===== config.mk =====
export PLATFORM = sky130hd
export DESIGN_NAME = execute_in_operand_queue_flat
export DESIGN_NICKNAME = d
export VERILOG_FILES = /design/src/rtl/execute_in_operand_queue_if.sv /design/src/rtl/execute_in_operand_queue.sv /design/src/flat_wrapper.sv
export SDC_FILE = /design/constraint.sdc
export NUM_CORES = 1
export LEC_CHECK = 0
export CAP_MARGIN = 40
export CORE_MARGIN = 8
export CORE_UTILIZATION = 25
export DETAILED_ROUTE_END_ITERATION = 7
export GPL_TIMING_DRIVEN = 0
export MAX_ROUTING_LAYER = met4
export PLACE_DENSITY_LB_ADDON = 0.08
export SLEW_MARGIN = 20
export SYNTH_ARGS = -nofsm -noshare
export SYNTH_HDL_FRONTEND = slang
export SYNTH_SLANG_ARGS = --single-unit

===== constraint.sdc =====
create_clock -name clock -period 2.75 [get_ports clock]
set_clock_uncertainty 0.05 [all_clocks]
set_input_delay 0.275 -clock clock [delete_from_list [all_inputs] [get_ports clock]]
set_output_delay 0.275 -clock clock [all_outputs]
set_load 0.005 [all_outputs]

===== src/rtl/execute_in_operand_queue_if.sv =====
// Producer/consumer bundle for the execute-stage operand queue.
// slave = queue side, master = surrounding pipeline side.
interface execute_in_operand_queue_if #(
    parameter int DATA_W = 16,
    parameter int CTRL_W = 6
);
    // Valid/ready: a beat transfers on any rising edge where valid and ready are both high;
    // the sender holds its payload steady while valid=1 and ready=0.
    logic              in_valid;
    logic              in_ready;
    logic [CTRL_W-1:0] E_control;
    logic [DATA_W-1:0] IR;
    logic [DATA_W-1:0] npc_in;
    logic [DATA_W-1:0] VSR1;
    logic [DATA_W-1:0] VSR2;
    logic              bypass_alu_1;
    logic              bypass_alu_2;
    logic              bypass_mem_1;
    logic              bypass_mem_2;
    logic [DATA_W-1:0] alu_result_fb;
    logic [DATA_W-1:0] Mem_Bypass_Val;
    logic              Mem_Control_in;
    logic [1:0]        W_Control_in;

    logic              out_valid;
    logic              out_ready;
    logic [DATA_W-1:0] opA_out;
    logic [DATA_W-1:0] opB_out;
    logic [CTRL_W-1:0] E_control_out;
    logic [DATA_W-1:0] IR_out;
    logic [DATA_W-1:0] npc_out;
    logic              Mem_Control_out;
    logic [1:0]        W_Control_out;

    modport slave (
        input  in_valid, E_control, IR, npc_in, VSR1, VSR2,
               bypass_alu_1, bypass_alu_2, bypass_mem_1, bypass_mem_2,
               alu_result_fb, Mem_Bypass_Val, Mem_Control_in, W_Control_in, out_ready,
        output in_ready, out_valid, opA_out, opB_out, E_control_out, IR_out, npc_out,
               Mem_Control_out, W_Control_out
    );

    modport master (
        output in_valid, E_control, IR, npc_in, VSR1, VSR2,
               bypass_alu_1, bypass_alu_2, bypass_mem_1, bypass_mem_2,
               alu_result_fb, Mem_Bypass_Val, Mem_Control_in, W_Control_in, out_ready,
        input  in_ready, out_valid, opA_out, opB_out, E_control_out, IR_out, npc_out,
               Mem_Control_out, W_Control_out
    );
endinterface


===== src/rtl/execute_in_operand_queue.sv =====
// Execute-stage input queue: resolves operand bypass at capture and buffers DEPTH packets.
// Optional macro EXEC_IN_BYPASS_CONFLICT_EN enables the sticky ALU/MEM bypass conflict flag.
module execute_in_operand_queue #(
    parameter int DATA_W = 16,
    parameter int CTRL_W = 6,
    parameter int DEPTH  = 4,
    localparam int CNT_W = $clog2(DEPTH + 1)
) (
    input  logic                          clock,
    input  logic                          reset,
    input  logic                          flush,
    execute_in_operand_queue_if.slave     bus,
    output logic [CNT_W-1:0]              count,
    output logic                          conflict_err
);
    localparam int PTR_W = $clog2(DEPTH);

    typedef struct packed {
        logic [DATA_W-1:0] op_a;
        logic [DATA_W-1:0] op_b;
        logic [CTRL_W-1:0] e_control;
        logic [DATA_W-1:0] ir;
        logic [DATA_W-1:0] npc;
        logic              mem_control;
        logic [1:0]        w_control;
    } pkt_t;

    pkt_t             mem_q [DEPTH];
    logic [PTR_W-1:0] wr_ptr_q, rd_ptr_q;
    logic [CNT_W-1:0] count_q;
    pkt_t             in_pkt;
    pkt_t             head_pkt;
    logic             push, pop, not_empty;

    // ALU bypass wins over MEM bypass when both are requested for one operand.
    always_comb begin
        in_pkt             = '0;
        in_pkt.op_a        = bus.bypass_alu_1 ? bus.alu_result_fb :
                             bus.bypass_mem_1 ? bus.Mem_Bypass_Val : bus.VSR1;
        in_pkt.op_b        = bus.bypass_alu_2 ? bus.alu_result_fb :
                             bus.bypass_mem_2 ? bus.Mem_Bypass_Val : bus.VSR2;
        in_pkt.e_control   = bus.E_control;
        in_pkt.ir          = bus.IR;
        in_pkt.npc         = bus.npc_in;
        in_pkt.mem_control = bus.Mem_Control_in;
        in_pkt.w_control   = bus.W_Control_in;
    end

    assign not_empty    = (count_q != '0);
    assign bus.in_ready = (count_q != CNT_W'(DEPTH));
    assign push         = bus.in_valid & bus.in_ready;
    assign pop          = not_empty & bus.out_ready;

    always_ff @(posedge clock) begin
        if (reset || flush) begin
            wr_ptr_q <= '0;
            rd_ptr_q <= '0;
            count_q  <= '0;
        end else begin
            if (push) wr_ptr_q <= wr_ptr_q + PTR_W'(1);
            if (pop)  rd_ptr_q <= rd_ptr_q + PTR_W'(1);
            count_q <= count_q + CNT_W'(push) - CNT_W'(pop);
        end
    end

    // Storage needs no reset: empty entries are never visible at the outputs.
    always_ff @(posedge clock) begin
        if (push && !reset && !flush) mem_q[wr_ptr_q] <= in_pkt;
    end

    assign head_pkt            = not_empty ? mem_q[rd_ptr_q] : '0;
    assign bus.out_valid       = not_empty;
    assign bus.opA_out         = head_pkt.op_a;
    assign bus.opB_out         = head_pkt.op_b;
    assign bus.E_control_out   = head_pkt.e_control;
    assign bus.IR_out          = head_pkt.ir;
    assign bus.npc_out         = head_pkt.npc;
    assign bus.Mem_Control_out = head_pkt.mem_control;
    assign bus.W_Control_out   = head_pkt.w_control;
    assign count               = count_q;

`ifdef EXEC_IN_BYPASS_CONFLICT_EN
    logic conflict_q;

    // Sticky across flush; only reset clears it.
    always_ff @(posedge clock) begin
        if (reset) begin
            conflict_q <= 1'b0;
        end else if (push && ((bus.bypass_alu_1 && bus.bypass_mem_1) ||
                              (bus.bypass_alu_2 && bus.bypass_mem_2))) begin
            conflict_q <= 1'b1;
        end
    end

    assign conflict_err = conflict_q;
`else
    assign conflict_err = 1'b0;
`endif
endmodule


===== src/flat_wrapper.sv =====
// flat-port wrapper written by rule: the top's interface ports become plain ports
module execute_in_operand_queue_flat 
#(
    parameter int DATA_W = 16,
    parameter int CTRL_W = 6,
    parameter int DEPTH  = 4,
    localparam int CNT_W = $clog2(DEPTH + 1)
)
  (clock, reset, flush, count, conflict_err, bus_in_valid, bus_E_control, bus_IR, bus_npc_in, bus_VSR1, bus_VSR2, bus_bypass_alu_1, bus_bypass_alu_2, bus_bypass_mem_1, bus_bypass_mem_2, bus_alu_result_fb, bus_Mem_Bypass_Val, bus_Mem_Control_in, bus_W_Control_in, bus_out_ready, bus_in_ready, bus_out_valid, bus_opA_out, bus_opB_out, bus_E_control_out, bus_IR_out, bus_npc_out, bus_Mem_Control_out, bus_W_Control_out);
  execute_in_operand_queue_if #(.DATA_W(DATA_W), .CTRL_W(CTRL_W)) bus_i ();
  input  logic clock;
  input  logic reset;
  input  logic flush;
  output logic [CNT_W-1:0] count;
  output logic conflict_err;
  input wire logic [$bits(bus_i.in_valid)-1:0] bus_in_valid;
  input wire logic [$bits(bus_i.E_control)-1:0] bus_E_control;
  input wire logic [$bits(bus_i.IR)-1:0] bus_IR;
  input wire logic [$bits(bus_i.npc_in)-1:0] bus_npc_in;
  input wire logic [$bits(bus_i.VSR1)-1:0] bus_VSR1;
  input wire logic [$bits(bus_i.VSR2)-1:0] bus_VSR2;
  input wire logic [$bits(bus_i.bypass_alu_1)-1:0] bus_bypass_alu_1;
  input wire logic [$bits(bus_i.bypass_alu_2)-1:0] bus_bypass_alu_2;
  input wire logic [$bits(bus_i.bypass_mem_1)-1:0] bus_bypass_mem_1;
  input wire logic [$bits(bus_i.bypass_mem_2)-1:0] bus_bypass_mem_2;
  input wire logic [$bits(bus_i.alu_result_fb)-1:0] bus_alu_result_fb;
  input wire logic [$bits(bus_i.Mem_Bypass_Val)-1:0] bus_Mem_Bypass_Val;
  input wire logic [$bits(bus_i.Mem_Control_in)-1:0] bus_Mem_Control_in;
  input wire logic [$bits(bus_i.W_Control_in)-1:0] bus_W_Control_in;
  input wire logic [$bits(bus_i.out_ready)-1:0] bus_out_ready;
  output wire logic [$bits(bus_i.in_ready)-1:0] bus_in_ready;
  output wire logic [$bits(bus_i.out_valid)-1:0] bus_out_valid;
  output wire logic [$bits(bus_i.opA_out)-1:0] bus_opA_out;
  output wire logic [$bits(bus_i.opB_out)-1:0] bus_opB_out;
  output wire logic [$bits(bus_i.E_control_out)-1:0] bus_E_control_out;
  output wire logic [$bits(bus_i.IR_out)-1:0] bus_IR_out;
  output wire logic [$bits(bus_i.npc_out)-1:0] bus_npc_out;
  output wire logic [$bits(bus_i.Mem_Control_out)-1:0] bus_Mem_Control_out;
  output wire logic [$bits(bus_i.W_Control_out)-1:0] bus_W_Control_out;
  assign bus_i.in_valid = bus_in_valid;
  assign bus_i.E_control = bus_E_control;
  assign bus_i.IR = bus_IR;
  assign bus_i.npc_in = bus_npc_in;
  assign bus_i.VSR1 = bus_VSR1;
  assign bus_i.VSR2 = bus_VSR2;
  assign bus_i.bypass_alu_1 = bus_bypass_alu_1;
  assign bus_i.bypass_alu_2 = bus_bypass_alu_2;
  assign bus_i.bypass_mem_1 = bus_bypass_mem_1;
  assign bus_i.bypass_mem_2 = bus_bypass_mem_2;
  assign bus_i.alu_result_fb = bus_alu_result_fb;
  assign bus_i.Mem_Bypass_Val = bus_Mem_Bypass_Val;
  assign bus_i.Mem_Control_in = bus_Mem_Control_in;
  assign bus_i.W_Control_in = bus_W_Control_in;
  assign bus_i.out_ready = bus_out_ready;
  assign bus_in_ready = bus_i.in_ready;
  assign bus_out_valid = bus_i.out_valid;
  assign bus_opA_out = bus_i.opA_out;
  assign bus_opB_out = bus_i.opB_out;
  assign bus_E_control_out = bus_i.E_control_out;
  assign bus_IR_out = bus_i.IR_out;
  assign bus_npc_out = bus_i.npc_out;
  assign bus_Mem_Control_out = bus_i.Mem_Control_out;
  assign bus_W_Control_out = bus_i.W_Control_out;
  execute_in_operand_queue #(.DATA_W(DATA_W), .CTRL_W(CTRL_W), .DEPTH(DEPTH)) u_core (.clock(clock), .reset(reset), .flush(flush), .bus(bus_i), .count(count), .conflict_err(conflict_err));
endmodule

==> results of run 1 <==
[per-stage QoR]
| stage | hold WS, ps | power, mW | instance area (um^2) |
|---|---|---|---|
| 2_1_floorplan | 302 | 5.86 | 12200 |
| 3_3_place_gp | 423 | 6.81 | 14900 |
| 3_5_place_dp | 457 | 6.86 | 15200 |
| 4_1_cts | 293 | 11.4 | 16300 |
| 5_1_grt | 300 | 11.7 | 16500 |
| 6_report | 339 | 11.2 | 16500 |
[timing repair]
item / 4_1_cts / 5_1_grt
hold buffers: 0 / 0
gates resized for setup: 79 / 17
buffers inserted: 2 / 9
pin swaps: 0 / 0
endpoints found under the hold margin: 0 / 0
setup endpoints to repair: 73 / 22
[registers in the layout, summed over array words and instances (netlist names), named ones only]
| register | flops |
|---|---|
| u_core.mem_q | 292 |
| u_core.rd_ptr_q | 2 |
| u_core.count | 3 |
| u_core.wr_ptr_q | 2 |
[cell usage after synthesis]
cell      instances
o21ai_1           2
and2_1           77
nand4_1           2
or3_1             2
or3b_4            1
dfxtp_1           9
nor3_1            2
fa_1              1
xnor2_1           2
nand2_1          35
clkbuf_1         17
buf_12            7
buf_6             1
nor2_1            1
mux2i_1          34
inv_1             5
xor2_1            1
mux4_2           73
buf_4             1
and3_1            4
o311ai_0          1
ha_1              6
edfxtp_1        292
o21ai_0          32
buf_2            12
conb_1            1
[cell usage in the layout (no fill, tap or decap), drive strengths merged]
cell type and instances:
and2 77, and3 4, buf 44, bufinv 2, clkbuf 59, clkdlybuf4s50 125
clkinv 16, clkinvlp 3, conb 1, dfxtp 9, dlygate4sd2 49, dlymetal6s2s 15
edfxtp 292, fa 1, ha 6, inv 5, mux2i 34, mux4 73
nand2 35, nand4 2, nor2 1, nor3 2, o21ai 34, o311ai 1
or3 2, or3b 1, xnor2 2, xor2 1
[kinds of logic (layout without fill, tap and decap cells)]
| logic type | Yosys count | in the layout | share of synthesized area |
|---|---|---|---|
| DFF | 301 | 301 | 0.732 |
| and+or+nand+nor | 124 | 124 | 0.0563 |
| muxes | 107 | 107 | 0.162 |
| buffers and inverters | 43 | 318 | 0.0247 |
| AOI/OAI and AO/OA | 35 | 35 | 0.0146 |
| adders and majority gates | 7 | 7 | 0.00778 |
| xor gates and xnor gates | 3 | 3 | 0.00215 |
| other | 1 | 1 | 0.000307 |
[final timing paths]
kind / startpoint / to / slack (ps)
worst min-delay path: bus_IR[5] / u_core.mem_q[2][24]$_DFFE_PP_ / 340
worst max-delay path: flop / bus_opA_out[15] / 120
worst min register to register: u_core.wr_ptr_q[0]$_SDFFE_PP0N_ / u_core.wr_ptr_q[0]$_SDFFE_PP0N_ / 470
worst max register to register: u_core.count[1]$_SDFF_PP0_ / u_core.count[2]$_SDFF_PP0_ / 160
[final cells by class]
type / count / area [um^2]
Buffer: 37 / 354
Clock buffer: 44 / 973
Clock inverter: 21 / 171
Fill cell: 4684 / 32200
Inverter: 5 / 18.8
Multi-Input combinational cell: 277 / 3010
Sequential cell: 301 / 8950
Tap cell: 622 / 778
Timing Repair Buffer: 211 / 2200
[power by group through the flow]
stage	Sequential (mW)	Combinational (mW)	Clock [mW]
final	5.16	1.52	4.52
after floorplan	5.24	0.613	0
after global placement	5.25	1.56	0
after CTS	5.16	1.59	4.70
after detailed placement	5.25	1.61	0
after global routing	5.16	1.67	4.85
[per-layer routing]
| layer | global-route usage | share of wire | up-vias | wire (um) |
|---|---|---|---|---|
| li1 | - | - | 2968 | - |
| met1 | 0.142 | 0.44 | 3416 | 14000 |
| met2 | 0.197 | 0.50 | 164 | 16100 |
| met3 | 0.0261 | 0.040 | 44 | 1260 |
| met4 | 0.0288 | 0.018 | 0 | 571 |
| met5 | - | 0 | - | 0 |
==> impl_metrics.json, run 1 <==
{
  "status": "finished, final reports clean",
  "pwr-share-comb": 0.135,
  "p_switching_mw": 2.52,
  "gp_congestion": 0.704,
  "grt_setup_unrepaired": "false",
  "maxCapViolations": 0,
  "switching_share": 0.225,
  "via_count": 6592,
  "port_buffers": 189,
  "drc": 0,
  "ys_ff_latch": 301,
  "grt.overflow.total": 0,
  "critical_path_class": "flop to output pin",
  "hold_path_class": "primary input to flop",
  "cts_tree": "built",
  "worst_pin_slew_ps": 693,
  "p_seq_frac": 0.461,
  "slew_violations": 0,
  "h-tree-depth": 2,
  "clk_latency_ps": 520,
  "dieWidth_um": 237,
  "rows": 81,
  "arrival_ps": 2310,
  "start_kind": "flop",
  "crit_family": "buffers and inverters",
  "clockBufferDepth": 3,
  "critical-path-max-stage-delay_ps": 480,
  "synth_top_area_frac": 0.717,
  "finalSetupTns_ps": 0,
  "ir_drop_mv": 0.323,
  "via_per_inst": 4.34,
  "area_growth_syn_to_layout_pct": 34.6,
  "rr_worst_depth": 11,
  "die_h_um": 237,
  "required_ps": 2420,
  "io_pins": 193,
  "crit_path_end_kind": "output pin",
  "clk_pin_slew_worst_paths_ps": 60,
  "placeableCoreArea_um2": 48600,
  "root_buffer": "clkbuf_16",
  "grt_pass1_vias": 7546,
  "fin_crit_sh": 0.957,
  "dp.cells": 1443,
  "diodes": 0,
  "initial_core_util": 0.251,
  "synth.largest_area_cell": "edfxtp_1",
  "routed_wl_um": 31900,
  "final_cells": 1518,
  "power.leakage_nw": 5.80,
  "netlist_area_um2": 12200,
  "path_depth": 5,
  "synthDistinctLibCells": 26,
  "syn_avg_cell_area_um2": 19.7,
  "firstDrtPassIters": 4,
  "path_cells": "buf_12 > buf_4 > mux4_2 > and2_1 > clkdlybuf4s50_1",
  "synthCells": 621,
  "route.antenna.remaining_nets": 0,
  "cts_num_sinks": 301,
  "synthTopCellsByArea": "edfxtp_1, mux4_2, and2_1",
  "grt_pass1_wl_um": 47600,
  "fin_util": 0.338,
  "die_area_um2": 56200,
  "yosysWarnings": 0,
  "min_period_ps": 2630,
  "grt_antenna_before_repair": 0,
  "cellPowerDensity_nw_per_um2": 680,
  "timing.slew.headroom": 0.533,
  "p_int_mw": 8.67,
  "nets": 990,
  "grt_use_total": 0.117,
  "drt_iter0_markers": 301,
  "cts_buffers": 36,
  "whs_path_depth": 1,
  "worstPathMaxFanout": 10,
  "fmax_mhz": 380,
  "hold_violations": 0,
  "cpMaxStageDelayCell": "mux4_2",
  "path_buf_inv": 3,
  "setup_ws_ps": 119,
  "pre_cts_ws_ps": 0.863,
  "setup_viol": 0,
  "synth_nets": 742,
  "hpwl_um": 22100,
  "drive_gt1_frac": 0.210,
  "pwr-share-clk": 0.404,
  "synth.yosys.seq_area_share": 0.732,
  "grt_max_degree": 35,
  "wl_per_cell_um": 21.0
}
(Power assumes the default switching activity.)
==> run 2: changes to the inputs <==
--- a/config.mk
+++ b/config.mk
@@ -12,7 +12,7 @@
 export GPL_TIMING_DRIVEN = 0
 export MAX_ROUTING_LAYER = met4
 export PLACE_DENSITY_LB_ADDON = 0.08
-export SLEW_MARGIN = 20
+export SLEW_MARGIN = 0
 export SYNTH_ARGS = -nofsm -noshare
 export SYNTH_HDL_FRONTEND = slang
 export SYNTH_SLANG_ARGS = --single-unit
==> run 2 against run 1 <==
Non-clock buffer count increased by 1. Core utilization decreased by 0.35 points. Total power fell by 3.3%. Sequential cell count unchanged. Combinational power hardly changed. Cell area decreased by 1.0%. Register-to-register slack better by 30 ps. Clock-buffer cell count shrank 4. Final cell count down 0.53%. Global-route usage is 0.17 points higher. Worst hold slack got worse by 2.4 ps. Fmax down 0.69%. Largest power group unchanged. Highest routed layer unchanged.
==> impl_metrics.json, run 2 (same netlist as run 1, synthesis figures left out) <==
{
  "status": "finished, final reports clean",
  "fmax_mhz": 377,
  "route.antenna.remaining_nets": 0,
  "slew_violations": 0,
  "met2WireLength_um": 16000,
  "ir_drop_mv": 0.308,
  "placeableCoreArea_um2": 48600,
  "worst_pin_slew_ps": 839,
  "cts_num_sinks": 301,
  "routed_wl_um": 32000,
  "rows": 81,
  "hpwl_um": 21200,
  "grt_use_total": 0.119,
  "p_seq_frac": 0.476,
  "port_buffers": 189,
  "grt_pass1_vias": 7590,
  "drive_gt1_frac": 0.209,
  "dieWidth_um": 237,
  "die_area_um2": 56200,
  "fin_crit_sh": 0.963,
  "timing.slew.headroom": 0.441,
  "final_cell_mix": "edfxtp_1, clkdlybuf4s50_1, mux4_2, and2_1, dlygate4sd2_1",
  "critical_path_class": "flop to output pin",
  "pwr-share-comb": 0.138,
  "maxCapViolations": 0,
  "p_int_mw": 8.36,
  "dpl_cell_area_um2": 15100,
  "h-tree-depth": 2,
  "pwr-share-clk": 0.385,
  "firstDrtPassIters": 4,
  "cts_tree": "built",
  "arrival_ps": 2320,
  "diodes": 0,
  "clk_latency_ps": 530,
  "final_area_um2": 16300,
  "largest_register_ffs": 292,
  "grt_pass1_wl_um": 48300,
  "pre_cts_ws_ps": -28.1,
  "clk_pin_slew_worst_paths_ps": 60,
  "root_buffer": "clkbuf_16",
  "setup_ws_ps": 100,
  "largest_register": "u_core.mem_q",
  "holdBufCountCts": 0,
  "hold_violations": 0,
  "min_period_ps": 2650,
  "switching_share": 0.228,
  "worstPathMaxFanout": 10,
  "io_pins": 193,
  "grt_setup_unrepaired": "true",
  "wl_met3_um": 1220,
  "cellPowerDensity_nw_per_um2": 665,
  "wl_met1_um": 14200,
  "fin_util": 0.335,
  "drt_iter0_markers": 259,
  "cts_buffers": 35,
  "gp_congestion": 0.704,
  "top_layer": "met4",
  "power.leakage_nw": 5.59,
  "grt_max_degree": 46,
  "drc": 0,
  "via_count": 6550,
  "grt_antenna_before_repair": 0,
  "nets": 990,
  "p_switching_mw": 2.47,
  "initial_core_util": 0.251,
  "clockBufferDepth": 3,
  "hold_ws_ps": 337,
  "area_growth_syn_to_layout_pct": 33.2,
  "required_ps": 2420,
  "grt.overflow.total": 0,
  "setup_viol": 0,
  "wl_per_cell_um": 21.2,
  "power_mw": 10.8,
  "num-fill-cells": 4702,
  "die_h_um": 237,
  "via_per_inst": 4.34,
  "crit_path_end_kind": "output pin",
  "start_kind": "flop",
  "layout_commonest_cell": "edfxtp_1",
  "hold_path_class": "primary input to flop"
}
## run 2: cell count changes in the layout (fill, tap and decap cells not counted), sizes merged, moves of 2 or more
| cell | delta |
|---|---|
| bufbuf | +2 |
| clkbuf | -2 |
| clkdlybuf4s50 | -7 |
| clkinv | -6 |
| dlygate4sd2 | +17 |
| dlymetal6s2s | -14 |
| inv | +3 |
## run 2: worst paths after layout
kind,start,endpoint,slack [ps],depth (start not counted)
setup reg to reg,u_core.count[1]$_SDFF_PP0_,u_core.count[2]$_SDFF_PP0_,190,11
setup / recovery,flop,bus_Mem_Control_out,100,6
hold / removal,bus_IR[3],u_core.mem_q[1][22]$_DFFE_PP_,340,1
hold reg to reg,u_core.wr_ptr_q[0]$_SDFFE_PP0N_,u_core.wr_ptr_q[0]$_SDFFE_PP0N_,460,2
## run 2: critical path, cell delays in order, from the launching register on
cell and delay [ps]:
dfxtp_4 370, buf_12 160, buf_6 130, buf_12 150, mux4_2 510, and2_1 190, dlygate4sd2_1 270
## run 2: area by class of cell
class / count / area (um^2) / share of cell area
Buffer: 37 / 368 / 0.0226
Clock buffer: 40 / 895 / 0.0549
Clock inverter: 16 / 114 / 0.00699
Inverter: 5 / 18.8 / 0.00115
Multi-Input combinational cell: 277 / 3010 / 0.185
Sequential cell: 301 / 8950 / 0.550
Tap cell: 622 / 778 / 0.0478
Timing Repair Buffer: 212 / 2140 / 0.132
## run 2: timing repair
action                                  CTS  global route
resized for setup                       115            12
endpoints found under the setup margin   74            15
gates cloned                              4             0
setup buffers                             8             5
## run 2: routing by layer
layer / vias to the layer above / global-route usage
met5: - / -
met4: 0 / 0.0301
met3: 41 / 0.0273
met2: 145 / 0.197
met1: 3403 / 0.145
li1: 2961 / -
## run 2: through the flow
stage	instances	TNS, ps
after detailed placement	1439	-1160
after CTS	1507	-333
after global routing	1510	-19.6
after global placement	1432	-264920
final	1510	0
after floorplan	621	0
## run 2: power by group through the flow
| stage | clock network, mW | logic [mW] | registers [mW] |
|---|---|---|---|
| after global routing | 4.51 | 1.66 | 5.16 |
| after CTS | 4.35 | 1.57 | 5.16 |
| final | 4.17 | 1.50 | 5.16 |
| after detailed placement | 0 | 1.60 | 5.25 |
| after global placement | 0 | 1.56 | 5.25 |
| after floorplan | 0 | 0.613 | 5.24 |
==> run 3: changes to the inputs <==
--- a/config.mk
+++ b/config.mk
@@ -9,6 +9,7 @@
 export CORE_MARGIN = 8
 export CORE_UTILIZATION = 25
 export DETAILED_ROUTE_END_ITERATION = 7
+export GPL_ROUTABILITY_DRIVEN = 0
 export GPL_TIMING_DRIVEN = 0
 export MAX_ROUTING_LAYER = met4
 export PLACE_DENSITY_LB_ADDON = 0.08
==> results of run 3 <==
Same layout as run 2: the final DEF is identical, and so are final timing and power.
